### src/rtl/bf2ii_stream.sv
// bf2ii_stream: radix-2^2 SDF butterfly type-II stage with a self-generated
// phase counter, valid/sop streaming handshake, per-frame forward/inverse
// rotation select and one bit of lossless growth on the outputs.
// Optional build macro BF2II_SCALE_EN: halve every output with round-half-up
// (the delay line keeps unscaled values).
module bf2ii_stream #(
  parameter int data_resolution = 16,
  parameter int delay_num       = 4,
  parameter bit ff_out_en       = 1'b1
) (
  input  logic                       sys_clk,
  input  logic                       sys_nrst,
  input  logic                       sys_en,
  input  logic                       in_valid,
  input  logic                       in_sop,
  input  logic                       inv,
  input  logic [data_resolution-1:0] din_r,
  input  logic [data_resolution-1:0] din_i,
  output logic                       out_valid,
  output logic                       out_sop,
  output logic [data_resolution:0]   dout_r,
  output logic [data_resolution:0]   dout_i,
  output logic                       sync_err
);

  localparam int W  = data_resolution;
  localparam int OW = data_resolution + 1;
  localparam int L  = $clog2(delay_num);
  localparam int CW = L + 2;
  localparam logic [CW-1:0] CNT_D = CW'(delay_num);

  logic [CW-1:0] cnt_reg, cnt_next, cnt_eff;
  logic primed_reg, primed_next, primed_eff;
  logic sop_pend_reg, sop_pend_next, sop_pend_eff;
  logic inv_reg, inv_next, inv_eff;
  logic sync_err_reg, sync_err_next;
  logic accept, bf, q3, is_d, valid_c, sop_c;

  logic signed [OW-1:0] x_r, x_i, xp_r, xp_i, d_r, d_i;
  logic signed [OW-1:0] push_r, push_i, y_raw_r, y_raw_i, y_r, y_i;
  logic signed [OW-1:0] dl_r [delay_num];
  logic signed [OW-1:0] dl_i [delay_num];

  logic out_valid_reg, out_sop_reg;
  logic signed [OW-1:0] dout_r_reg, dout_i_reg;

  // accepted sample: phase decode (sop forces phase 0) and -j/+j rotation in q3
  always_comb begin
    accept  = sys_en & in_valid;
    cnt_eff = in_sop ? '0 : cnt_reg;
    bf      = cnt_eff[L];
    q3      = &cnt_eff[CW-1:L];
    inv_eff = in_sop ? inv : inv_reg;
    x_r     = {din_r[W-1], din_r};
    x_i     = {din_i[W-1], din_i};
    xp_r    = x_r;
    xp_i    = x_i;
    if (q3) begin
      if (inv_eff) begin
        xp_r = -x_i;
        xp_i = x_r;
      end else begin
        xp_r = x_i;
        xp_i = -x_r;
      end
    end
  end

  // fill phase stores x' and emits the head; butterfly phase stores d-x' and emits d+x'
  always_comb begin
    d_r = dl_r[delay_num-1];
    d_i = dl_i[delay_num-1];
    if (bf) begin
      push_r  = d_r - xp_r;
      push_i  = d_i - xp_i;
      y_raw_r = d_r + xp_r;
      y_raw_i = d_i + xp_i;
    end else begin
      push_r  = xp_r;
      push_i  = xp_i;
      y_raw_r = d_r;
      y_raw_i = d_i;
    end
  end

`ifdef BF2II_SCALE_EN
  logic signed [OW:0] rnd_r, rnd_i;

  // halve with round-half-up; the extra bit keeps s+1 from wrapping
  always_comb begin
    rnd_r = {y_raw_r[OW-1], y_raw_r} + (OW+1)'(1);
    rnd_i = {y_raw_i[OW-1], y_raw_i} + (OW+1)'(1);
    y_r   = OW'(rnd_r >>> 1);
    y_i   = OW'(rnd_i >>> 1);
  end
`else
  assign y_r = y_raw_r;
  assign y_i = y_raw_i;
`endif

  // frame control: counter, priming, pending out_sop, inverse latch, sync error
  always_comb begin
    cnt_next      = cnt_reg;
    primed_next   = primed_reg;
    sop_pend_next = sop_pend_reg;
    inv_next      = inv_reg;
    sync_err_next = sync_err_reg;
    primed_eff    = in_sop ? 1'b0 : primed_reg;
    sop_pend_eff  = in_sop | sop_pend_reg;
    is_d          = (cnt_eff == CNT_D);
    valid_c       = accept & (primed_eff | is_d);
    sop_c         = accept & is_d & sop_pend_eff;
    if (accept) begin
      cnt_next      = cnt_eff + 1'b1;
      primed_next   = primed_eff | is_d;
      sop_pend_next = sop_pend_eff & ~is_d;
      if (in_sop) begin
        inv_next = inv;
        if (cnt_reg != '0) sync_err_next = 1'b1;
      end
    end
  end

  // control state registers, frozen while sys_en is low
  always_ff @(posedge sys_clk) begin
    if (!sys_nrst) begin
      cnt_reg      <= '0;
      primed_reg   <= 1'b0;
      sop_pend_reg <= 1'b0;
      inv_reg      <= 1'b0;
      sync_err_reg <= 1'b0;
    end else if (sys_en) begin
      cnt_reg      <= cnt_next;
      primed_reg   <= primed_next;
      sop_pend_reg <= sop_pend_next;
      inv_reg      <= inv_next;
      sync_err_reg <= sync_err_next;
    end
  end

  // delay line: one shift per accepted sample, last entry is the oldest
  always_ff @(posedge sys_clk) begin
    if (!sys_nrst) begin
      for (int i = 0; i < delay_num; i++) begin
        dl_r[i] <= '0;
        dl_i[i] <= '0;
      end
    end else if (accept) begin
      dl_r[0] <= push_r;
      dl_i[0] <= push_i;
      for (int i = 1; i < delay_num; i++) begin
        dl_r[i] <= dl_r[i-1];
        dl_i[i] <= dl_i[i-1];
      end
    end
  end

  // output registers; they also hold the last value for the combinational build
  always_ff @(posedge sys_clk) begin
    if (!sys_nrst) begin
      out_valid_reg <= 1'b0;
      out_sop_reg   <= 1'b0;
      dout_r_reg    <= '0;
      dout_i_reg    <= '0;
    end else if (sys_en) begin
      out_valid_reg <= valid_c;
      out_sop_reg   <= sop_c;
      dout_r_reg    <= y_r;
      dout_i_reg    <= y_i;
    end
  end

  generate
    if (ff_out_en) begin : g_reg_out
      assign out_valid = out_valid_reg;
      assign out_sop   = out_sop_reg;
      assign dout_r    = dout_r_reg;
      assign dout_i    = dout_i_reg;
    end else begin : g_comb_out
      assign out_valid = !sys_nrst ? 1'b0 : (sys_en ? valid_c : out_valid_reg);
      assign out_sop   = !sys_nrst ? 1'b0 : (sys_en ? sop_c : out_sop_reg);
      assign dout_r    = !sys_nrst ? '0 : (sys_en ? y_r : dout_r_reg);
      assign dout_i    = !sys_nrst ? '0 : (sys_en ? y_i : dout_i_reg);
    end
  endgenerate

  assign sync_err = sync_err_reg;

endmodule

### config.mk
export PLATFORM = sky130hd
export DESIGN_NAME = bf2ii_stream
export DESIGN_NICKNAME = d
export VERILOG_FILES = /design/src/rtl/bf2ii_stream.sv
export SDC_FILE = /design/constraint.sdc
export NUM_CORES = 1
export LEC_CHECK = 0
export ABC_AREA = 1
export CAP_MARGIN = 10
export CORE_MARGIN = 1
export CORE_UTILIZATION = 42
export CTS_BUF_LIST = sky130_fd_sc_hd__clkbuf_2 sky130_fd_sc_hd__clkbuf_4 sky130_fd_sc_hd__clkbuf_8
export CTS_CLUSTER_SIZE = 10
export DETAILED_ROUTE_END_ITERATION = 7
export PLACE_DENSITY = 0.6
export REMOVE_ABC_BUFFERS = 1
export SLEW_MARGIN = 20
export SYNTH_ARGS = -nofsm -noshare
export SYNTH_HDL_FRONTEND = slang
export SYNTH_SLANG_ARGS = --single-unit
### constraint.sdc
create_clock -name sys_clk -period 4.15 [get_ports sys_clk]
set_input_delay 0.83 -clock sys_clk [delete_from_list [all_inputs] [get_ports sys_clk]]
set_output_delay 0.83 -clock sys_clk [all_outputs]
set_load 0.01 [all_outputs]
# --- Yosys cells after proc, flatten, opt, wreduce, memory -nomap -nowiden ---
# Memories as Yosys holds them, arrays and structs flattened.
# Cells that the tools add are included.
# W data, S select, Z words.
classes:
  add_sub_neg: 7
  eq_ne: 1
  mux: 23
  bitwise: 16
  reduce_logical: 4
op_table:
  columns: ["op", "n"]
  rows:
  - ["$mux W17", 16]
  - ["$add A17 B17 Y17", 2]
  - ["$neg A16 Y17", 2]
  - ["$sub A17 B17 Y17", 2]
  - ["$or A1 B1 Y1", 10]
  - ["$mux W1", 6]
  - ["$and A1 B1 Y1", 5]
  - ["$add A4 B1 Y4 const B", 1]
  - ["$eq A4 B3 Y1 const B", 1]
  - ["$mux W4", 1]
  - ["$reduce_and A2 Y1", 2]
  - ["$reduce_and A4 Y1", 1]
  - ["$reduce_bool A4 Y1", 1]
  - ["$not A1 Y1", 1]
word_totals:
  reg_bits: 44
  ramBits: 136
  input_bits: 38
  output_inout_bits: 37
  word_cells: 62
  mem_count: 2
mem_list:
  columns: ["memory", "depth", "word_bits", "read_ports", "rd_clocked_by_memory_dff", "write_ports", "line_no", "source"]
  rows:
  - ["dl_i", 4, 17, 4, 0, 4, "42", "logic signed [OW-1:0] dl_i [delay_num];"]
  - ["dl_r", 4, 17, 4, 0, 4, "41", "logic signed [OW-1:0] dl_r [delay_num];"]

# --- Depth between registers and ports, before layout ---
# Gate-level depths: netlist (run 1).
logic_depth:
  ltp_word: 6
  mapped_depth: 24
  ltp_nobuf: 23

# --- Worst setup path before layout (run 1) ---
# Ideal clock, no wire load.
synth_timing:
  kind: "input port to flip-flop"
  startpoint: "input port in_valid"
  endpoint: "memory dl_i[0][0] (netlist name) (enable)"
  setup_ps: 504
  arrival_ps: 3902
  required_ps: 3646
  setup_slack_ps: -256
  cell_stages: 2
  path_buffers: 0
  cell_sequence: "nand2_1 -> nand2_1"
synth_rtl:
  columns: ["item", "line_no", "source"]
  rows:
  - ["start: declaration", "14", "input logic in_valid,"]
  - ["end: declaration", "42", null]

==> tab_implementation.tex, run 1 <==
\begin{tabular}{lr}
\hline
Metric & Value \\
\hline
\multicolumn{2}{l}{\textbf{Layout}} \\
\quad Top flop regs & dl\_i x68, dl\_r x68 \\
\quad Sequential standard cell area & 4960 um2 \\
\quad Post-route cell area & 14100 um2 \\
\quad Layout Cells excl Fill & 2116 \\
\quad Final layout net count & 1837 \\
\quad Share of post-route cells with drive strength above 1 & 11.1\% \\
\quad Layout Area Growth over Synthesis & 16.7\% \\
\quad Count of antenna diodes in the layout & 0 \\
\quad Fill cell instance count of the final layout & 2867 \\
\quad Area occupied by multi-input gates & 5680 um2 \\
\multicolumn{2}{l}{\textbf{Placement}} \\
\quad Total instance count after detailed placement & 2084 \\
\quad Cell area after placement & 13700 um2 \\
\quad Half-perimeter wire length of the detailed placement result & 25700 um \\
\quad Port bufs & 74 \\
\quad GP Congestion & 0.904 \\
\multicolumn{2}{l}{\textbf{STA}} \\
\quad Max Transition Viols Final & 0 \\
\quad Final setup viols & 0 \\
\quad Period utilization & 90.1\% \\
\quad Total count of hold-check failures in the final report & 0 \\
\quad Post-Route Skew & 0.0171 ns \\
\quad Setup repair after global routing missed its margin & no \\
\quad Worst-margin pin slew & 0.580 ns \\
\quad Achievable clock frequency & 0.268 GHz \\
\quad Final worst path period need & 3.74 ns \\
\quad Max\_slew headroom & 61.3\% \\
\multicolumn{2}{l}{\textbf{Synthesis}} \\
\quad Main flop type after synthesis & sky130\_fd\_sc\_hd\_\_edfxtp\_1 \\
\quad Number of synthesized flops with an enable pin & 136 \\
\quad Complex-gate fraction of the synthesized area & 12.3\% \\
\quad Average size of a mapped cell & 7.53 um2 \\
\quad Mapped Cells & 1605 \\
\quad Flip-flop and latch count after synthesis & 180 \\
\quad Post-synthesis async set-or-reset flop share & 0\% \\
\quad Post-synthesis share of cell area spent on xor and xnor gates & 3.63\% \\
\quad Fraction of the mapped netlist area in adder cells & 7.91\% \\
\quad Simple-gate portion of the synthesized area & 23.1\% \\
\quad Mux contribution to synthesized area & 0\% \\
\quad Yosys warnings & 0 \\
\quad Largest family of logic cells by synthesized area & simple AND/OR/NAND/NOR gates \\
\quad Cell variety after synth & 48 \\
\quad Sequential element share of the synthesized area & 41.1\% \\
\quad Synth Cell Area & 12100 um2 \\
\multicolumn{2}{l}{\textbf{Min path}} \\
\quad Tightest Hold Check Type & reg -> reg \\
\quad Hold Crit Depth & 2 \\
\multicolumn{2}{l}{\textbf{Clock tree}} \\
\quad Total CTS buffers & 17 \\
\quad Clock transition at path regs & 0.10 ns \\
\quad Clock sink total & 180 \\
\quad Number of post-CTS setup repair buffers & 0 \\
\quad H-tree depth & 4 \\
\quad CTS max path bufs & 2 \\
\quad TritonCTS clock tree & built \\
\quad PostCTS Resize Cnt & 0 \\
\quad Clock Root Buffer & sky130\_fd\_sc\_hd\_\_clkbuf\_8 \\
\quad Number of buffers added to fix hold violations after cts & 0 \\
\quad Clk Latency, worst-skew pair & 0.51 ns \\
\multicolumn{2}{l}{\textbf{Setup path}} \\
\quad CP startpoint kind & input pin \\
\quad Capturing element type of the critical path & flip-flop \\
\quad Critical path required time & 4.43 ns \\
\quad Maximum net fanout on the critical path & 5 \\
\quad Path type of the worst setup path & in -> reg \\
\quad Arrival time of data at the critical path endpoint & 4.02 ns \\
\quad Minimum setup slack among reg-to-reg paths & 0.92 ns \\
\quad Cell count of the worst reg-to-reg path & 17 \\
\multicolumn{2}{l}{\textbf{Pwr}} \\
\quad Switching fraction of total power & 32.5\% \\
\quad Total power of the final layout & 4190 uW \\
\quad Part of the power in registers & 49.7\% \\
\quad Static power due to leakage & 0.00667 uW \\
\quad Switching power summed over all nets & 1360 uW \\
\quad Fraction of power consumed by the clock network & 28.2\% \\
\quad VDD IR-drop max & 233 uV \\
\quad Internal Dissipation & 2830 uW \\
\quad Comb pwr share & 22.1\% \\
\quad Cell area power density & 298 nW/um2 \\
\multicolumn{2}{l}{\textbf{GRT}} \\
\quad Vias in the first global route & 10100 \\
\quad Largest net degree at the start of global routing & 80 \\
\quad Initial antenna violation count & 0 \\
\quad Global-route wire length before repair & 53200 um \\
\quad Global-route usage over all layers & 24.0\% \\
\quad Total overflow reported by the global router & 0 \\
\multicolumn{2}{l}{\textbf{Status}} \\
\quad Outcome & completed \\
\multicolumn{2}{l}{\textbf{Routing}} \\
\quad Residual DRC & 0 \\
\quad Iteration-0 DRC count of the detailed router & 740 \\
\quad ANT nets after route & 0 \\
\quad Wire length per cell after detailed routing & 15.9 um \\
\quad Number of vias after detailed routing & 10300 \\
\quad Via/cell ratio & 4.85 \\
\quad Routed wire length & 33600 um \\
\quad First drt pass iteration count & 5 \\
\multicolumn{2}{l}{\textbf{Floorplanning}} \\
\quad Effective utilization at floorplan & 43.1\% \\
\quad Die area & 29400 um2 \\
\quad Area of the placeable core & 28000 um2 \\
\quad Die height & 172 um \\
\quad Total number of placement rows & 61 \\
\quad Die Wd & 172 um \\
\quad Number of top-level pins & 75 \\
\multicolumn{2}{l}{\textbf{Job}} \\
\quad Max-capacitance violation count & 0 \\
\hline
\end{tabular}
## metrics by stage
stage,util (%),hold slack [ns],setup TNS [ns],setup WS [ns]
after CTS,50.3,0.459,0,0.394
after detailed placement,49.0,0.438,-0.400,-0.167
after global placement,49.0,0.435,-0.416,-0.192
after floorplan,-,0.427,-35.62,-0.256
after global routing,50.3,0.468,0,0.160
final,50.3,0.455,0,0.412
## cells in the final DEF (no fill, tap or decap), types with 3 or more instances in the layout
| master | synthesis | routed |
|---|---|---|
| sky130_fd_sc_hd__o21ai_1 | 49 | 49 |
| sky130_fd_sc_hd__xor2_1 | 47 | 47 |
| sky130_fd_sc_hd__a21oi_1 | 106 | 106 |
| sky130_fd_sc_hd__nand2_2 | 5 | 5 |
| sky130_fd_sc_hd__nor4_1 | 3 | 3 |
| sky130_fd_sc_hd__o31ai_1 | 4 | 4 |
| sky130_fd_sc_hd__inv_8 | 0 | 6 |
| sky130_fd_sc_hd__o211ai_1 | 19 | 19 |
| sky130_fd_sc_hd__nand3_1 | 74 | 74 |
| sky130_fd_sc_hd__clkbuf_8 | 0 | 17 |
| sky130_fd_sc_hd__a31oi_1 | 5 | 5 |
| sky130_fd_sc_hd__fa_1 | 4 | 4 |
| sky130_fd_sc_hd__or2_1 | 6 | 6 |
| sky130_fd_sc_hd__inv_6 | 0 | 3 |
| sky130_fd_sc_hd__inv_1 | 259 | 259 |
| sky130_fd_sc_hd__o21ai_2 | 6 | 6 |
| sky130_fd_sc_hd__edfxtp_1 | 136 | 136 |
| sky130_fd_sc_hd__inv_2 | 42 | 41 |
| sky130_fd_sc_hd__nor2_1 | 207 | 207 |
| sky130_fd_sc_hd__buf_12 | 0 | 6 |
| sky130_fd_sc_hd__and2_1 | 3 | 3 |
| sky130_fd_sc_hd__o21ai_0 | 44 | 44 |
| sky130_fd_sc_hd__nand2_1 | 348 | 347 |
| sky130_fd_sc_hd__nand4_1 | 13 | 13 |
| sky130_fd_sc_hd__o21bai_2 | 3 | 3 |
| sky130_fd_sc_hd__clkinvlp_4 | 0 | 3 |
| sky130_fd_sc_hd__nor3_1 | 7 | 7 |
| sky130_fd_sc_hd__buf_4 | 5 | 81 |
| sky130_fd_sc_hd__o21bai_1 | 9 | 9 |
| sky130_fd_sc_hd__ha_1 | 70 | 70 |
| sky130_fd_sc_hd__clkdlybuf4s50_1 | 0 | 74 |
| sky130_fd_sc_hd__dfxtp_1 | 44 | 44 |
| sky130_fd_sc_hd__a21oi_2 | 3 | 3 |
| sky130_fd_sc_hd__xnor2_1 | 3 | 3 |
| sky130_fd_sc_hd__nor2_2 | 5 | 5 |
| sky130_fd_sc_hd__nor2_4 | 4 | 4 |
## power groups by stage
stage	Combinational (uW)	Sequential [uW]	Clock [uW]
finish	926	2090	1180
global route	1040	2100	1290
CTS	926	2090	1230
detailed placement	921	2130	0
global placement	917	2130	0
floorplan	551	2130	0
## metal layers
layer  routed length, um  global-route usage [%]
met1               15800                    31.2
met2               16000                    40.7
met3                1140                    4.12
met4                 706                    7.26
met5                   0                       0
## path summary, 6_finish.rpt
check,from,to
max reg2reg,inv_reg,dl_r[0][12]
max,din_r[0],dl_i[0][16]
min,dout_i[15],dout_i[15]
min reg2reg,dout_i[15],dout_i[15]
## synthesized netlist by cell type (7+ instances only)
| master | instances | area [um2] |
|---|---|---|
| sky130_fd_sc_hd__nand3_1 | 74 | 370 |
| sky130_fd_sc_hd__inv_2 | 42 | 158 |
| sky130_fd_sc_hd__xor2_1 | 47 | 412 |
| sky130_fd_sc_hd__o21ai_1 | 49 | 245 |
| sky130_fd_sc_hd__nand4_1 | 13 | 81.3 |
| sky130_fd_sc_hd__edfxtp_1 | 136 | 4080 |
| sky130_fd_sc_hd__inv_1 | 259 | 972 |
| sky130_fd_sc_hd__o21ai_0 | 44 | 220 |
| sky130_fd_sc_hd__o21bai_1 | 9 | 67.6 |
| sky130_fd_sc_hd__nor3_1 | 7 | 35.0 |
| sky130_fd_sc_hd__buf_2 | 21 | 105 |
| sky130_fd_sc_hd__ha_1 | 70 | 876 |
| sky130_fd_sc_hd__a21oi_1 | 106 | 531 |
| sky130_fd_sc_hd__nand2_1 | 348 | 1310 |
| sky130_fd_sc_hd__clkbuf_1 | 26 | 97.6 |
| sky130_fd_sc_hd__nor2_1 | 207 | 777 |
| sky130_fd_sc_hd__dfxtp_1 | 44 | 881 |
| sky130_fd_sc_hd__o211ai_1 | 19 | 143 |
## worst max-delay path, stage by stage
cell and delay, ns:
sky130_fd_sc_hd__clkdlybuf4s50_1 0.46, sky130_fd_sc_hd__inv_2 0.09, sky130_fd_sc_hd__ha_1 0.16, sky130_fd_sc_hd__nand2_1 0.13, sky130_fd_sc_hd__nor2_1 0.25, sky130_fd_sc_hd__nand2_1 0.10
sky130_fd_sc_hd__nand2_1 0.11, sky130_fd_sc_hd__o21ai_1 0.08, sky130_fd_sc_hd__xor2_1 0.16, sky130_fd_sc_hd__nand2_1 0.08, sky130_fd_sc_hd__nand2_1 0.11, sky130_fd_sc_hd__inv_2 0.04
sky130_fd_sc_hd__ha_1 0.33, sky130_fd_sc_hd__nor2_1 0.20, sky130_fd_sc_hd__nand2_1 0.12, sky130_fd_sc_hd__nor4_1 0.36, sky130_fd_sc_hd__a21oi_1 0.13, sky130_fd_sc_hd__nand3_1 0.09
sky130_fd_sc_hd__nand3_1 0.06, sky130_fd_sc_hd__nand2_1 0.07, sky130_fd_sc_hd__inv_1 0.04
## kinds of logic after synthesis
family                     count (synthesis)
and+or+nand+nor                          679
buffers and inverters                    362
AOI/OAI and AO/OA                        260
DFF                                      180
adders and majority gates                 74
xor gates and xnor gates                  50
## final cells by class
class                   count  share of cell area, %
clock buffers              17                   1.66
flip-flops and latches    180                   35.2
multi-input cells        1063                   40.3
well taps                 378                   3.36
clock inverters            15                  0.976
inverters                 302                   8.05
repair buffers            161                   10.4
Note: power is estimated with default switching activity, not from simulation.
==> inputs of run 2 (changes only) <==
Settings changed: DONT_BUFFER_PORTS set to 1, PLACE_DENSITY 0.6 to 0.57.
==> run 2 against run 1 <==
- routed wire length shrank 4.4%
- critical endpoint unchanged
- cell count shrank 7.0%
- count of clock-buffer cells in the layout grew 2
- clock power grew 6%
- critical path type unchanged
- flip-flop and latch count is the same
- utilization shrank 4.7 points
- sequential power is essentially flat
- highest routed layer unchanged
- global-route usage shrank 1.0 points
- combinational power shrank 21%
- largest cell class unchanged
- die area is the same
==> tab_implementation.tex, run 2 (synthesis results as in run 1) <==
\begin{tabular}{lr}
\hline
Metric & Value \\
\hline
\multicolumn{2}{l}{\textbf{Status}} \\
\quad Outcome & completed (unchanged) \\
\multicolumn{2}{l}{\textbf{Setup path}} \\
\quad CP startpoint kind & input pin (unchanged) \\
\quad Cell count of the worst reg-to-reg path & 18 (was 17) \\
\quad Critical Path Source & din\_r[1] (was din\_r[0]) \\
\quad Cell mode on critical path & sky130\_fd\_sc\_hd\_\_nand2\_1 (unchanged) \\
\quad Minimum setup slack among reg-to-reg paths & 0.82 ns (was 0.92 ns) \\
\quad Reg-to-Reg Start & inv\_reg (unchanged) \\
\quad Capturing element type of the critical path & flip-flop (unchanged) \\
\quad Critical R2R Capture & dl\_i[0][16] (was dl\_r[0][12]) \\
\quad Arrival time of data at the critical path endpoint & 3.79 ns (was 4.02 ns) \\
\quad CP bufs+invs & 3 (was 4) \\
\quad CP delay by family, top & simple AND/OR/NAND/NOR gates (unchanged) \\
\quad Maximum net fanout on the critical path & 10 (was 5) \\
\quad CP max-delay cell & sky130\_fd\_sc\_hd\_\_nor4\_1 (was sky130\_fd\_sc\_hd\_\_clkdlybuf4s50\_1) \\
\quad Critical path required time & 4.40 ns (was 4.43 ns) \\
\quad Path type of the worst setup path & in -> reg (unchanged) \\
\quad Ordered list of cells on the worst path & inv\_1 > nand3\_1 > nor3\_2 > nand2\_1 > o21ai\_1 > xor2\_1 > nand2\_1 > nand2\_1 > inv\_2 > ha\_1 > nor2\_1 > nand2\_1 > nor4\_1 > a21oi\_1 > nand3\_1 > nand3\_1 > nand2\_1 > inv\_1 (was clkdlybuf4s50\_1 > inv\_2 > ha\_1 > nand2\_1 > nor2\_1 > nand2\_1 > nand2\_1 > o21ai\_1 > xor2\_1 > nand2\_1 > nand2\_1 > inv\_2 > ha\_1 > nor2\_1 > nand2\_1 > nor4\_1 > a21oi\_1 > nand3\_1 > nand3\_1 > nand2\_1 > inv\_1) \\
\quad Highest cell delay on the worst timing path & 0.46 ns (about the same) \\
\multicolumn{2}{l}{\textbf{Floorplanning}} \\
\quad Die height & 172 um (unchanged) \\
\quad Die Wd & 172 um (unchanged) \\
\quad Die area & 29400 um2 (unchanged) \\
\quad Effective utilization at floorplan & 43.1\% (unchanged) \\
\quad Total number of placement rows & 61 (unchanged) \\
\quad Area of the placeable core & 28000 um2 (unchanged) \\
\quad Number of top-level pins & 75 (unchanged) \\
\multicolumn{2}{l}{\textbf{Clock tree}} \\
\quad Number of post-CTS setup repair buffers & 0 (unchanged) \\
\quad Clock transition at path regs & 0.10 ns (about the same) \\
\quad H-tree depth & 4 (unchanged) \\
\quad Clk Latency, worst-skew pair & 0.50 ns (was 0.51 ns) \\
\quad Number of buffers added to fix hold violations after cts & 0 (unchanged) \\
\quad PostCTS Resize Cnt & 0 (unchanged) \\
\quad Clock sink total & 180 (unchanged) \\
\quad CTS max path bufs & 2 (unchanged) \\
\quad TritonCTS clock tree & built (unchanged) \\
\quad Clock Root Buffer & sky130\_fd\_sc\_hd\_\_clkbuf\_8 (unchanged) \\
\quad Total CTS buffers & 17 (unchanged) \\
\multicolumn{2}{l}{\textbf{Layout}} \\
\quad Fill cell instance count of the final layout & 2864 (was 2867) \\
\quad Final layout net count & 1689 (was 1837) \\
\quad Share of post-route cells with drive strength above 1 & 7.55\% (was 11.1\%) \\
\quad Layout Cells excl Fill & 1968 (was 2116) \\
\quad Layout Area Growth over Synthesis & 5.67\% (was 16.7\%) \\
\quad Count of antenna diodes in the layout & 0 (unchanged) \\
\quad Top flop regs & dl\_i x68, dl\_r x68 (unchanged) \\
\quad Post-Route Utilization & 45.6\% (was 50.3\%) \\
\quad Commonest cells after routing, fill and taps aside & sky130\_fd\_sc\_hd\_\_nand2\_1, sky130\_fd\_sc\_hd\_\_inv\_1, sky130\_fd\_sc\_hd\_\_nor2\_1, sky130\_fd\_sc\_hd\_\_edfxtp\_1, sky130\_fd\_sc\_hd\_\_a21oi\_1 (unchanged) \\
\quad Most common cell after layout, fill and taps aside & sky130\_fd\_sc\_hd\_\_nand2\_1 (unchanged) \\
\multicolumn{2}{l}{\textbf{STA}} \\
\quad Setup repair after global routing missed its margin & no (unchanged) \\
\quad Achievable clock frequency & 0.282 GHz (was 0.268 GHz) \\
\quad Post-Route Skew & 0.0211 ns (was 0.0171 ns) \\
\quad Max Transition Viols Final & 0 (unchanged) \\
\quad Worst-margin pin slew & 0.981 ns (was 0.580 ns) \\
\quad Final critical-path setup slack & 0.607 ns (was 0.412 ns) \\
\quad Period utilization & 85.4\% (was 90.1\%) \\
\quad Final worst path period need & 3.54 ns (was 3.74 ns) \\
\quad Total count of hold-check failures in the final report & 0 (unchanged) \\
\quad Max\_slew headroom & 34.6\% (was 61.3\%) \\
\quad Final setup viols & 0 (unchanged) \\
\multicolumn{2}{l}{\textbf{Placement}} \\
\quad Placement-stage worst setup slack & 0.130 ns (was -0.167 ns) \\
\quad GP Congestion & 0.910 (was 0.904) \\
\quad Half-perimeter wire length of the detailed placement result & 23600 um (was 25700 um) \\
\quad Total instance count after detailed placement & 1936 (was 2084) \\
\quad Port bufs & 0 (was 74) \\
\multicolumn{2}{l}{\textbf{Min path}} \\
\quad Tightest Hold Check Type & in -> reg (was reg -> reg) \\
\quad Start point of the worst hold path & sys\_en (was dout\_i[15]) \\
\quad Hold Crit Depth & 1 (was 2) \\
\quad End point of the worst hold path & dout\_i[0] (was dout\_i[15]) \\
\multicolumn{2}{l}{\textbf{Routing}} \\
\quad Residual DRC & 0 (unchanged) \\
\quad Routed wire length & 32100 um (was 33600 um) \\
\quad Via/cell ratio & 4.95 (was 4.85) \\
\quad Iteration-0 DRC count of the detailed router & 646 (was 740) \\
\quad ANT nets after route & 0 (unchanged) \\
\quad Number of vias after detailed routing & 9732 (was 10300) \\
\quad First drt pass iteration count & 5 (unchanged) \\
\quad Wire length per cell after detailed routing & 16.3 um (was 15.9 um) \\
\multicolumn{2}{l}{\textbf{Pwr}} \\
\quad Total power of the final layout & 4080 uW (was 4190 uW) \\
\quad Cell area power density & 320 nW/um2 (was 298 nW/um2) \\
\quad Static power due to leakage & 0.00604 uW (was 0.00667 uW) \\
\quad VDD IR-drop max & 205 uV (was 233 uV) \\
\multicolumn{2}{l}{\textbf{GRT}} \\
\quad Global-route usage over all layers & 23.0\% (was 24.0\%) \\
\quad Total overflow reported by the global router & 0 (unchanged) \\
\quad Vias in the first global route & 9586 (was 10100) \\
\quad Initial antenna violation count & 0 (unchanged) \\
\quad Global-route wire length before repair & 51400 um (was 53200 um) \\
\quad Largest net degree at the start of global routing & 142 (was 80) \\
\multicolumn{2}{l}{\textbf{Job}} \\
\quad Max-capacitance violation count & 0 (unchanged) \\
\hline
\end{tabular}
==> run 2: layout make-up <==
| cell class | count | area, um2 | share of cell area [%] |
|---|---|---|---|
| inverters | 302 | 1140 | 8.90 |
| repair buffers | 13 | 110 | 0.863 |
| well taps | 378 | 473 | 3.71 |
| clock inverters | 13 | 138 | 1.08 |
| flip-flops and latches | 180 | 4960 | 38.9 |
| clock buffers | 19 | 262 | 2.05 |
| multi-input cells | 1063 | 5680 | 44.5 |
==> run 2: worst register-to-register path, stage by stage, from the launching register on <==
cell and delay (ns):
sky130_fd_sc_hd__dfxtp_1 0.31, sky130_fd_sc_hd__inv_1 0.11, sky130_fd_sc_hd__o21ai_4 0.10, sky130_fd_sc_hd__inv_2 0.25, sky130_fd_sc_hd__nand2_1 0.13, sky130_fd_sc_hd__o21ai_1 0.14
sky130_fd_sc_hd__xor2_1 0.17, sky130_fd_sc_hd__nand2_1 0.06, sky130_fd_sc_hd__nand2_1 0.13, sky130_fd_sc_hd__inv_2 0.04, sky130_fd_sc_hd__ha_1 0.41, sky130_fd_sc_hd__nor2_1 0.21
sky130_fd_sc_hd__nand2_1 0.12, sky130_fd_sc_hd__nor4_1 0.46, sky130_fd_sc_hd__a21oi_1 0.16, sky130_fd_sc_hd__nand3_1 0.11, sky130_fd_sc_hd__nand3_1 0.06, sky130_fd_sc_hd__nand2_1 0.08
sky130_fd_sc_hd__inv_1 0.04
==> run 2: per-layer routing <==
layer  track usage, %  routed length [um]  vias up  part of all wire (%)
li1                 -                   -     5046                     -
met1             30.5               15200     4485                    47
met2             38.4               15200      158                    47
met3             3.22                 909       43                   2.8
met4             7.61                 778        0                   2.4
met5                0                   0        -                     0
==> run 2: worst max path at each step <==
stage                     slack [ns]     endpoint  depth (start not counted)
after CTS                       0.66  dl_i[0][16]                         18
after floorplan                -0.26   dl_i[0][0]                          2
after detailed placement        0.13  dl_i[0][16]                         18
final                           0.61  dl_i[0][16]                         18
after global placement          0.17  dl_i[0][16]                         18
after global routing            0.40  dl_i[0][16]                         20
==> run 2: stage by stage <==
stage               cell area (um2)  hold WS (ns)  setup TNS, ns
finish                        12800         0.438              0
global route                  12800         0.413              0
CTS                           12800         0.400              0
detailed placement            12400         0.441              0
global placement              12400         0.437              0
floorplan                     11800         0.427         -35.62
==> run 2: where the power goes <==
group	internal, uW	switching [uW]
logic	232	500
registers	2040	57.9
clock network	481	771
